$ cat config.mk
export PLATFORM = sky130hd
export DESIGN_NAME = alu_seq_16bits
export DESIGN_NICKNAME = d
export VERILOG_FILES = /design/src/rtl/alu_seq_16bits.sv
export SDC_FILE = /design/constraint.sdc
export NUM_CORES = 1
export LEC_CHECK = 0
export BUFFER_PORTS_ARGS = -buffer_cell sky130_fd_sc_hd__buf_2
export CORE_MARGIN = 3
export CORE_UTILIZATION = 40
export CTS_CLUSTER_DIAMETER = 100
export DETAILED_ROUTE_END_ITERATION = 6
export MAX_ROUTING_LAYER = met4
export PLACE_DENSITY_LB_ADDON = 0.2
export SKIP_LAST_GASP = 1
export SLEW_MARGIN = 20
export SYNTH_ARGS = -nofsm -noshare
export SYNTH_HDL_FRONTEND = slang
export SYNTH_SLANG_ARGS = --single-unit
$ cat constraint.sdc
create_clock -name CLK -period 1.8 [get_ports CLK]
set_input_delay 0.36 -clock CLK [delete_from_list [all_inputs] [get_ports CLK]]
set_output_delay 0.36 -clock CLK [all_outputs]
set_load 0.03 [all_outputs]
$ cat src/rtl/alu_seq_16bits.sv
// rtl/alu_seq_16bits.sv - 16-bit sequential ALU that walks 4 nibbles through an external 4-bit ALU core
module alu_seq_16bits (
  input  logic        CLK,
  input  logic        RST,
  input  logic        START,
  input  logic [3:0]  OP,
  input  logic [15:0] A,
  input  logic [15:0] B,
  input  logic        CI,
  output logic [3:0]  CORE_SEL,
  output logic [3:0]  CORE_A,
  output logic [3:0]  CORE_B,
  output logic        CORE_CI,
  input  logic [3:0]  CORE_R,
  input  logic        CORE_CO,
  input  logic        CORE_OV,
  output logic        BUSY,
  output logic        DONE,
  output logic [15:0] R,
  output logic        CO,
  output logic        OV,
  output logic        Z,
  output logic        S
);

  localparam logic [1:0] ST_IDLE = 2'd0;
  localparam logic [1:0] ST_RUN  = 2'd1;
  localparam logic [1:0] ST_FIN  = 2'd2;

  logic [1:0]  r_state;
  logic [1:0]  r_n;
  logic [3:0]  r_op;
  logic [15:0] r_a;
  logic [15:0] r_b;
  logic        r_ci;
  logic        r_carry;
  logic [11:0] r_acc;
  logic [15:0] r_r;
  logic        r_co;
  logic        r_ov;
  logic        r_z;
  logic        r_s;

  logic [3:0]  w_a_nib;
  logic [3:0]  w_b_nib;
  logic [15:0] w_res;

  always_comb begin
    w_a_nib = 4'h0;
    w_b_nib = 4'h0;
    case (r_n)
      2'd0: begin w_a_nib = r_a[3:0];   w_b_nib = r_b[3:0];   end
      2'd1: begin w_a_nib = r_a[7:4];   w_b_nib = r_b[7:4];   end
      2'd2: begin w_a_nib = r_a[11:8];  w_b_nib = r_b[11:8];  end
      default: begin w_a_nib = r_a[15:12]; w_b_nib = r_b[15:12]; end
    endcase
  end

  // ADD/SUB become their carry-chained forms above the least significant nibble
  always_comb begin
    CORE_SEL = 4'h0;
    CORE_A   = 4'h0;
    CORE_B   = 4'h0;
    CORE_CI  = 1'b0;
    if (r_state == ST_RUN) begin
      CORE_A  = w_a_nib;
      CORE_B  = w_b_nib;
      CORE_CI = (r_n == 2'd0) ? r_ci : r_carry;
      case (r_op[2:0])
        3'b000:  CORE_SEL = (r_n == 2'd0) ? r_op : {r_op[3], 3'b010};
        3'b001:  CORE_SEL = (r_n == 2'd0) ? r_op : {r_op[3], 3'b011};
        default: CORE_SEL = r_op;
      endcase
    end
  end

  assign w_res = {CORE_R, r_acc};

  always_ff @(posedge CLK) begin
    if (RST) begin
      r_state <= ST_IDLE;
      r_n     <= 2'd0;
      r_op    <= 4'h0;
      r_a     <= 16'h0000;
      r_b     <= 16'h0000;
      r_ci    <= 1'b0;
      r_carry <= 1'b0;
      r_acc   <= 12'h000;
      r_r     <= 16'h0000;
      r_co    <= 1'b0;
      r_ov    <= 1'b0;
      r_z     <= 1'b0;
      r_s     <= 1'b0;
    end else begin
      case (r_state)
        ST_IDLE: begin
          if (START) begin
            r_op    <= OP;
            r_a     <= A;
            r_b     <= B;
            r_ci    <= CI;
            r_n     <= 2'd0;
            r_state <= ST_RUN;
          end
        end
        ST_RUN: begin
          r_carry <= CORE_CO;
          r_n     <= r_n + 2'd1;
          case (r_n)
            2'd0: r_acc[3:0]  <= CORE_R;
            2'd1: r_acc[7:4]  <= CORE_R;
            2'd2: r_acc[11:8] <= CORE_R;
            default: begin
              r_r     <= w_res;
              r_co    <= CORE_CO;
              r_ov    <= CORE_OV;
              r_z     <= (w_res == 16'h0000);
              r_s     <= CORE_R[3] ^ CORE_OV;
              r_state <= ST_FIN;
            end
          endcase
        end
        ST_FIN:  r_state <= ST_IDLE;
        default: r_state <= ST_IDLE;
      endcase
    end
  end

  assign BUSY = (r_state == ST_RUN);
  assign DONE = (r_state == ST_FIN);
  assign R    = r_r;
  assign CO   = r_co;
  assign OV   = r_ov;
  assign Z    = r_z;
  assign S    = r_s;

endmodule

==> summary.txt, run 1 <==
Outcome
  • Failing checks: setup timing
  • Status: complete, but fails checks

Power and ir drop
  • Worst IR Drop VDD: 456.2 uV
  • Pleak: 1.694 nW
  • Power density over cell area: 948.2 mW/mm^2

Synthesis
  • Post-Synth Adder-Cell Area: 2.093%
  • Synth Register Bits: 74
  • Ys Warns: 0
  • Xor/xnor cell area share of the yosys netlist: 0.2930%
  • Synth Area in Compound Gates: 15.15%
  • Top_reg_cell synth: dfxtp_1
  • Post-Syn Instances: 369
  • Post-synth EDFFs: 0
  • Fraction of registers with async set/reset: 0%
  • Sequential fraction of the synthesis area: 49.56%
  • Yosys cell types: 26
  • Mapped Area: 0.002989 sq mm
  • Main combinational cell family by area after synthesis: simple AND/OR/NAND/NOR gates
  • Net Count, Synth: 420
  • Simple-Gate Fraction of Synth Area: 23.61%
  • Mux contribution to synthesized area: 4.353%
  • Mapped Avg Cell Area: 8.101 sq um

Critical path
  • R2R depth: 9
  • Critical R2R Capture: r_acc[1]$_SDFFE_PP0P_
  • CP Capture Type: output port
  • WP data required: 1440 ps
  • Origin of the worst setup path: r_n[0]$_SDFFE_PP0P_
  • Peak fanout along the critical path: 9
  • Crit Path Class: register to output port
  • Critical path startpoint category: register
  • R2R setup slack: 60 ps
  • CP arrival: 1740 ps
  • Crit path capture: CORE_A[1]
  • Reg2reg start: r_n[0]$_SDFFE_PP0P_

Drt
  • Final WL: 7563 um
  • Drt pass-1 iters: 6
  • Routed Antenna Nets: 0
  • Drt drc: 0
  • Vias per cell: 4.975
  • WL/cell: 13.63 um
  • DR iter-0 viols: 132
  • Vias: 2,761

Clock tree
  • Root Driver: clkbuf_8
  • CTS H-tree depth: 3
  • CTS tree: built
  • Cts hold-fix bufs: 0
  • Max Root-Sink Buffers: 2
  • Total CTS buffers: 9
  • Clock Pin Slew Worst Setup and Hold Paths: 80 ps
  • Num Clock Sinks: 74
  • Clk_lat worst skew: 350 ps

GRT
  • Pin count of the biggest net entering global routing: 41
  • Initial antenna violation count: 0
  • Vias in the first global route: 2,622
  • Total grt overflow: 0
  • Gr usage total: 19.05%
  • First-pass GRT wire length: 12,720 um

Place
  • PortBufs: 80
  • Final GP Congestion: 0.8896
  • Worst slack at placement: -59.31 ps
  • Placed wire-length estimate: 5185 um

Floorplanning
  • Num ports: 81
  • Core Area: 0.007019 sq mm
  • Die height: 92.45 um
  • Chip width: 92.45 um
  • Site row count: 30
  • Total die area: 0.008546 sq mm
  • Initial core utilization: 42.58%

Layout
  • # diodes: 0
  • Most frequent cells in the layout: nand2_1, buf_2, dfxtp_1, a21oi_1, buf_4
  • Area Overhead vs Synth: 31.44%
  • Most common cell after layout, fill and taps aside: nand2_1
  • Final #Nets: 505
  • Share of layout cells above drive strength 1: 29.85%
  • Fill cell count: 664

Timing
  • Tcrit/Tclk final: 116.5%
  • Worst Skew: 6.509 ps
  • Endpoints failing setup: 10
  • Minimum clock period: 2096 ps
  • Fmax: 477.1 MHz
  • RSZ-0062 raised after global routing: yes
  • Final Hold Fails: 0
  • Setup_tns: -2741 ps
  • Worst-Margin Slew: 508.0 ps
  • Setup slack after layout: -296.2 ps
  • Max-slew headroom: 66.14%
  • Worst hold slack: 239.9 ps
  • Slew Limit Fails: 0

Job
  • Max Cap Violations: 0

Min path
  • Min-Delay Path Class: primary input to register
-- layer usage --
layer | global-route usage (%) | wire length [um] | vias up
met2 | 27.49 | 3412 | 79
met1 | 25.42 | 3614 | 1265
met4 | 6.559 | 97 | 0
li1 | - | - | 1403
met3 | 5.686 | 438 | 14
met5 | - | 0 | -
-- critical path: stages (launching register included) --
cell	delay, ps
dfxtp_2	340
buf_4	160
ha_4	190
a222oi_1	320
o21a_1	190
nor2_2	30
buf_4	160
-- power by group --
part           total [mW]  switching [mW]  leakage [nW]  internal (mW)
Sequential           1.74          0.0415         0.605           1.70
Clock                1.54           0.623         0.123          0.920
Combinational       0.439           0.242         0.967          0.197
-- cells in the mapped netlist (all sizes together) (2+ instances only) --
cell	count	share of area, %
a21oi	58	9.7
a222oi	8	2.7
and2	3	0.63
buf	12	2.7
clkbuf	15	1.9
dfxtp	74	50
ha	5	2.1
inv	3	0.38
mux2i	13	4.4
nand2	122	15
nand3	2	0.33
nand3b	5	1.3
nor2	27	3.4
nor4	4	0.84
o21a	9	2.3
-- what timing repair did --
item | 4_1_cts | 5_1_grt
setup endpoints to repair | 13 | 13
buffers inserted | 2 | 3
gates resized for setup | 23 | 6
pin swaps | 8 | 7
-- cell families (layout without fill, tap and decap cells) --
kind of cell               Yosys count  after routing
adders and majority gates            5              5
and+or+nand+nor                    169            169
xor gates and xnor gates             1              1
DFF                                 74             74
buffers and inverters               30            120
muxes                               13             13
AOI/OAI and AO/OA                   77             77
-- final cells by class --
cell class | count | area [sq um] | area share, %
repair buffers | 101 | 629.4 | 16.02
multi-input cells | 265 | 1436 | 36.56
clock inverters | 7 | 117.6 | 2.994
inverters | 3 | 16.27 | 0.4140
well taps | 96 | 120.1 | 3.057
flip-flops and latches | 74 | 1485 | 37.80
clock buffers | 9 | 123.9 | 3.153
-- stage by stage --
step	area, sq um	instances	util, %	power (mW)
4_1_cts	3869	552	55.12	3.747
6_report	3929	555	55.97	3.725
3_5_place_dp	3538	534	50.41	2.172
5_1_grt	3929	555	55.97	3.894
3_3_place_gp	3538	534	50.41	2.168
2_1_floorplan	3010	369	-	2.025
-- state kept, by name, summed over array words and instances, names as in the netlist --
name and cells:
OV 1, r_carry 1, r_ci 1, r_op 4, Z 1, R 16
r_state 2, S 1, r_a 16, CO 1, r_b 16, r_n 2
r_acc 12
-- how the worst min path moves through the flow --
stage	start	to	depth (start not counted)
4_1_cts	OP[0]	r_op[0]$_SDFFE_PP0P_	3
5_1_grt	B[12]	r_b[12]$_SDFFE_PP0P_	3
6_report	B[14]	r_b[14]$_SDFFE_PP0P_	3
2_1_floorplan	r_op[0]$_SDFFE_PP0P_	r_op[0]$_SDFFE_PP0P_	2
3_3_place_gp	OV$_SDFFE_PP0P_	OV$_SDFFE_PP0P_	2
3_5_place_dp	r_op[0]$_SDFFE_PP0P_	r_op[0]$_SDFFE_PP0P_	2
Note: power is estimated with default switching activity, not from simulation.
==> run 2: changes to the inputs <==
--- a/config.mk
+++ b/config.mk
@@ -11,7 +11,8 @@
 export CTS_CLUSTER_DIAMETER = 100
 export DETAILED_ROUTE_END_ITERATION = 6
 export MAX_ROUTING_LAYER = met4
-export PLACE_DENSITY_LB_ADDON = 0.2
+export PLACE_DENSITY = 0.73
+export SKIP_CTS_REPAIR_TIMING = 1
 export SKIP_LAST_GASP = 1
 export SLEW_MARGIN = 20
 export SYNTH_ARGS = -nofsm -noshare
==> constraint.sdc (replaced) <==
create_clock -name CLK -period 2.3 [get_ports CLK]
set_input_delay 0.46 -clock CLK [delete_from_list [all_inputs] [get_ports CLK]]
set_output_delay 0.46 -clock CLK [all_outputs]
set_load 0.03 [all_outputs]
==> summary.txt, run 2 (synthesized netlist as in run 1, its figures left out) <==
Drt
  • Drt pass-1 iters: 4 (-2)
  • DR iter-0 viols: 155 (+17%)
  • Vias: 2,699 (-2.2%)
  • Final WL: 7361 um (-2.7%)
  • Vias per cell: 4.980 (about the same)
  • Routed Antenna Nets: 0 (unchanged)
  • WL/cell: 13.58 um (-0.34%)
  • Drt drc: 0 (unchanged)

Layout
  • Most frequent cells in the layout: nand2_1, buf_2, dfxtp_1, a21oi_1, nor2_1
  • # diodes: 0 (unchanged)
  • Fin cells: 542 (-2.3%)
  • Cell area after layout: 0.003667 sq mm (-6.7%)
  • Share of layout cells above drive strength 1: 25.34% (-4.5 points)
  • Final Util: 52.25% (-3.7 points)
  • Most common cell after layout, fill and taps aside: nand2_1
  • Area Overhead vs Synth: 22.69%
  • Final #Nets: 492 (-2.6%)

Floorplanning
  • Initial core utilization: 42.58% (unchanged)
  • Die height: 92.45 um (unchanged)
  • Total die area: 0.008546 sq mm (unchanged)
  • Site row count: 30 (unchanged)
  • Num ports: 81 (unchanged)
  • Core Area: 0.007019 sq mm (unchanged)
  • Chip width: 92.45 um (unchanged)

Timing
  • Final Hold Fails: 0 (unchanged)
  • Worst Skew: 10.38 ps (+3.869 ps)
  • RSZ-0062 raised after global routing: yes
  • Worst-Margin Slew: 711.7 ps (+203.7 ps)
  • Max-slew headroom: 52.55% (-14 points)
  • Minimum clock period: 2235 ps
  • Slew Limit Fails: 0 (unchanged)
  • Fmax: 447.5 MHz
  • Tcrit/Tclk final: 97.17%
  • Setup slack after layout: 65.19 ps (+361.4 ps)
  • Setup_tns: 0 ps (+2741 ps)
  • Endpoints failing setup: 0 (-10)

Clock tree
  • CTS tree: built
  • Max Root-Sink Buffers: 2 (unchanged)
  • Clock Pin Slew Worst Setup and Hold Paths: 80 ps (about the same)
  • Root Driver: clkbuf_8
  • CTS H-tree depth: 3 (unchanged)
  • Clk_lat worst skew: 340 ps (about the same)
  • Num Clock Sinks: 74 (unchanged)
  • Total CTS buffers: 9 (unchanged)

Job
  • Max Cap Violations: 0 (unchanged)

Critical path
  • Crit Path Class: register to output port
  • CP arrival: 1770 ps (+30 ps)
  • Peak fanout along the critical path: 11 (+2)
  • CP Capture Type: output port
  • WP data required: 1840 ps (+400 ps)
  • Critical path startpoint category: register

Power and ir drop
  • Psw: 678.2 uW (-25%)
  • Pleak: 1.586 nW (-6.4%)
  • Worst IR Drop VDD: 252.9 uV (-45%)
  • Pint: 1.951 mW (-31%)
  • Reg power frac: 52.0% (+5.2 points)
  • Sw Ratio: 25.80% (+1.4 points)
  • Power density over cell area: 716.9 mW/mm^2 (-24%)
  • Comb power frac: 11.0% (-0.8 points)
  • Clock Power Share: 37.0% (-4.4 points)

GRT
  • First-pass GRT wire length: 12,080 um (-5.0%)
  • Initial antenna violation count: 0 (unchanged)
  • Pin count of the biggest net entering global routing: 41 (unchanged)
  • Total grt overflow: 0 (unchanged)
  • Gr usage total: 17.98% (-1.1 points)
  • Vias in the first global route: 2,566 (-2.1%)

Place
  • Worst slack at placement: 160.5 ps (+219.8 ps)
  • Post-Place Cells: 524 (-1.9%)
  • Final GP Congestion: 0.8220 (-7.6%)
  • Placed wire-length estimate: 5143 um (-0.81%)
  • Placed cell area: 0.003431 sq mm (-3.0%)
  • PortBufs: 80 (unchanged)

Min path
  • Min-Delay Path Class: primary input to register

Outcome
  • Status: complete, no violations
==> run 2: per-stage QoR <==
step	hold WS [ps]	power [mW]
2_1_floorplan	431.7	1.579
3_3_place_gp	439.3	1.668
3_5_place_dp	446.4	1.674
4_1_cts	342.7	2.647
5_1_grt	359.4	2.752
6_report	356.4	2.629
==> run 2: layer usage <==
metal	track usage, %	share of wire [%]
met3	2.924	3.9
met5	-	0
met1	23.01	46
met2	28.46	49
met4	7.178	1.2
==> run 2: worst paths after layout <==
check	startpoint	end	slack, ps	cells past startpoint
setup / recovery	r_n[0]$_SDFFE_PP0P_	CORE_A[2]	70	6
hold / removal	A[0]	r_a[0]$_SDFFE_PP0P_	360	3
setup reg to reg	r_n[1]$_SDFFE_PP0P_	S$_SDFFE_PP0P_	720	4
hold reg to reg	r_carry$_SDFFE_PP0P_	r_carry$_SDFFE_PP0P_	460	2
==> run 2: cell type report <==
type                    count  area, sq um
multi-input cells         265         1383
flip-flops and latches     74         1488
well taps                  96        120.1
inverters                   3        11.26
clock buffers               9        123.9
repair buffers             88        473.0
clock inverters             7        68.82
fillers                   702         3352
==> run 2: critical path: stages, from the launching register on <==
cell and delay [ps]:
dfxtp_4 370, inv_1 100, ha_4 220, a222oi_1 360, o21a_1 170, nor2_1 40
buf_2 170
==> run 2: power by group through the flow <==
stage	registers, mW	clock network [mW]	logic, mW
after CTS	1.37	1.00	0.280
after detailed placement	1.40	0	0.279
final	1.37	0.973	0.290
after global placement	1.39	0	0.274
after global routing	1.37	1.05	0.325
after floorplan	1.38	0	0.197
==> run 3: changes to the inputs <==
--- a/config.mk
+++ b/config.mk
@@ -6,12 +6,14 @@
 export NUM_CORES = 1
 export LEC_CHECK = 0
 export BUFFER_PORTS_ARGS = -buffer_cell sky130_fd_sc_hd__buf_2
+export CELL_PAD_IN_SITES_DETAIL_PLACEMENT = 0
+export CELL_PAD_IN_SITES_GLOBAL_PLACEMENT = 2
 export CORE_MARGIN = 3
-export CORE_UTILIZATION = 40
+export CORE_UTILIZATION = 29
 export CTS_CLUSTER_DIAMETER = 100
 export DETAILED_ROUTE_END_ITERATION = 6
 export MAX_ROUTING_LAYER = met4
-export PLACE_DENSITY = 0.73
+export PLACE_DENSITY = 0.87
 export SKIP_CTS_REPAIR_TIMING = 1
 export SKIP_LAST_GASP = 1
 export SLEW_MARGIN = 20
==> summary.txt, run 3 (synthesized netlist as in run 1, its figures left out) <==
Clock tree
  • Num Clock Sinks: 74 (unchanged)
  • Root Driver: clkbuf_8
  • Clock Pin Slew Worst Setup and Hold Paths: 80 ps (about the same)
  • CTS H-tree depth: 3 (unchanged)
  • Total CTS buffers: 9 (unchanged)
  • Max Root-Sink Buffers: 2 (unchanged)
  • Clk_lat worst skew: 330 ps (about the same)
  • CTS tree: built

Layout
  • # diodes: 0 (unchanged)
  • Most common cell after layout, fill and taps aside: nand2_1
  • Most frequent cells in the layout: nand2_1, buf_2, dfxtp_1, a21oi_1, nor2_1
  • Area Overhead vs Synth: 25.87%
  • Share of layout cells above drive strength 1: 26.37% (+1.0 points)
  • Seq. cell area: 0.001489 sq mm (about the same)
  • Fill cell count: 1,097 (+56%)
  • Fin cells: 588 (+8.5%)
  • Final Util: 37.97% (-14 points)
  • Cell area after layout: 0.003762 sq mm (+2.6%)
  • Area of the multi-input gates: 0.001388 sq mm (+0.36%)
  • Final #Nets: 501 (+1.8%)

Timing
  • Endpoints failing setup: 0 (unchanged)
  • Tcrit/Tclk final: 96.44% (-0.72 points)
  • Final Hold Fails: 0 (unchanged)
  • Minimum clock period: 2218 ps (-16.64 ps)
  • Fmax: 450.8 MHz (+0.75%)
  • Slew Limit Fails: 0 (unchanged)
  • Worst Skew: 9.178 ps (-1.200 ps)
  • Worst hold slack: 356.9 ps (+0.4580 ps)
  • Worst-Margin Slew: 441.1 ps (-270.6 ps)
  • Max-slew headroom: 70.59% (+18 points)
  • RSZ-0062 raised after global routing: yes

Floorplanning
  • Die height: 107.5 um (+16%)
  • Chip width: 107.5 um (+16%)
  • Total die area: 0.01156 sq mm (+35%)
  • Core Area: 0.009910 sq mm (+41%)
  • Num ports: 81 (unchanged)
  • Site row count: 36 (+20%)
  • Initial core utilization: 30.16% (-12 points)

Place
  • PortBufs: 80 (unchanged)
  • Placed cell area: 0.003502 sq mm (+2.1%)
  • Post-Place Cells: 566 (+8.0%)
  • Placed wire-length estimate: 5844 um (+14%)
  • Final GP Congestion: 0.7662 (-6.8%)

Power and ir drop
  • Comb power frac: 12.0% (+1.0 points)
  • Reg power frac: 53.5% (+1.5 points)
  • Pleak: 1.624 nW (+2.4%)
  • Clock Power Share: 34.5% (-2.5 points)
  • Pint: 1.878 mW (-3.8%)
  • Psw: 675.7 uW (-0.36%)
  • Power density over cell area: 678.7 mW/mm^2 (-5.3%)
  • Worst IR Drop VDD: 309.1 uV (+22%)
  • Sw Ratio: 26.47% (+0.67 points)
  • Power Total: 2.553 mW (-2.9%)

Critical path
  • WP data required: 1840 ps (about the same)
  • Crit Path Class: register to output port
  • Critical path startpoint category: register
  • CP arrival: 1760 ps (about the same)
  • CP Capture Type: output port
  • Peak fanout along the critical path: 7 (-4)

Drt
  • Final WL: 7991 um (+8.6%)
  • Routed Antenna Nets: 0 (unchanged)
  • WL/cell: 13.59 um (about the same)
  • DR iter-0 viols: 149 (-3.9%)
  • Vias per cell: 4.554 (-8.5%)
  • Vias: 2,678 (-0.78%)
  • Drt pass-1 iters: 4 (unchanged)
  • Drt drc: 0 (unchanged)

GRT
  • First-pass GRT wire length: 12,990 um (+7.5%)
  • Initial antenna violation count: 0 (unchanged)
  • Pin count of the biggest net entering global routing: 41 (unchanged)
  • Total grt overflow: 0 (unchanged)
  • Vias in the first global route: 2,638 (+2.8%)
  • Gr usage total: 14.70% (-3.3 points)

Min path
  • Min-Delay Path Class: primary input to register

Outcome
  • Status: complete, no violations

Job
  • Max Cap Violations: 0 (unchanged)
[run 3: cell count changes in the layout (fill, tap and decap cells not counted), moves of 2 or more]
cell     delta
buf_4      +10
dfxtp_2     -2
ha_2        -2
inv_1       -2
[run 3: per-layer routing]
layer / vias up / share of wire (%) / GRT usage [%]
met1: 1232 / 46 / 18.64
li1: 1386 / - / -
met2: 55 / 49 / 23.53
met5: - / 0 / -
met4: 0 / 1.0 / 5.140
met3: 5 / 4.0 / 2.759
[run 3: path summary, 6_finish.rpt]
kind / startpoint / to / slack, ps / cells past startpoint
hold reg to reg: R[8]$_SDFFE_PP0P_ / R[8]$_SDFFE_PP0P_ / 450 / 2
hold / removal: OP[2] / r_op[2]$_SDFFE_PP0P_ / 360 / 3
setup reg to reg: r_n[1]$_SDFFE_PP0P_ / S$_SDFFE_PP0P_ / 610 / 6
setup / recovery: r_n[1]$_SDFFE_PP0P_ / CORE_B[2] / 80 / 7
[run 3: worst max-delay path: stages (launching register included)]
cell and delay, ps:
dfxtp_4 380, inv_4 50, ha_4 190, buf_6 130, a222oi_1 290, o21a_1 180, nor2_1 40, buf_4 170
[run 3: layout make-up]
cell class | instances | area share, %
sequential | 74 | 39.57
multi-input combinational | 265 | 36.88
timing repair buffer | 97 | 14.20
tap | 133 | 4.423
clock buffer | 11 | 3.758
clock inverter | 5 | 0.7981
inverter | 3 | 0.3658
[run 3: power groups by stage]
stage | clock [mW] | sequential [mW] | combinational, mW
after floorplan | 0 | 1.38 | 0.197
final | 0.881 | 1.37 | 0.306
after global routing | 0.972 | 1.37 | 0.344
after detailed placement | 0 | 1.40 | 0.287
after global placement | 0 | 1.40 | 0.281
after CTS | 0.921 | 1.37 | 0.288
[run 3: through the flow]
stage / setup TNS, ps / setup WS, ps
2_1_floorplan: 0 / 253.2
3_3_place_gp: 0 / 251.7
3_5_place_dp: 0 / 148.9
4_1_cts: -1626 / -231.3
5_1_grt: -9.860 / -9.860
6_report: 0 / 81.83
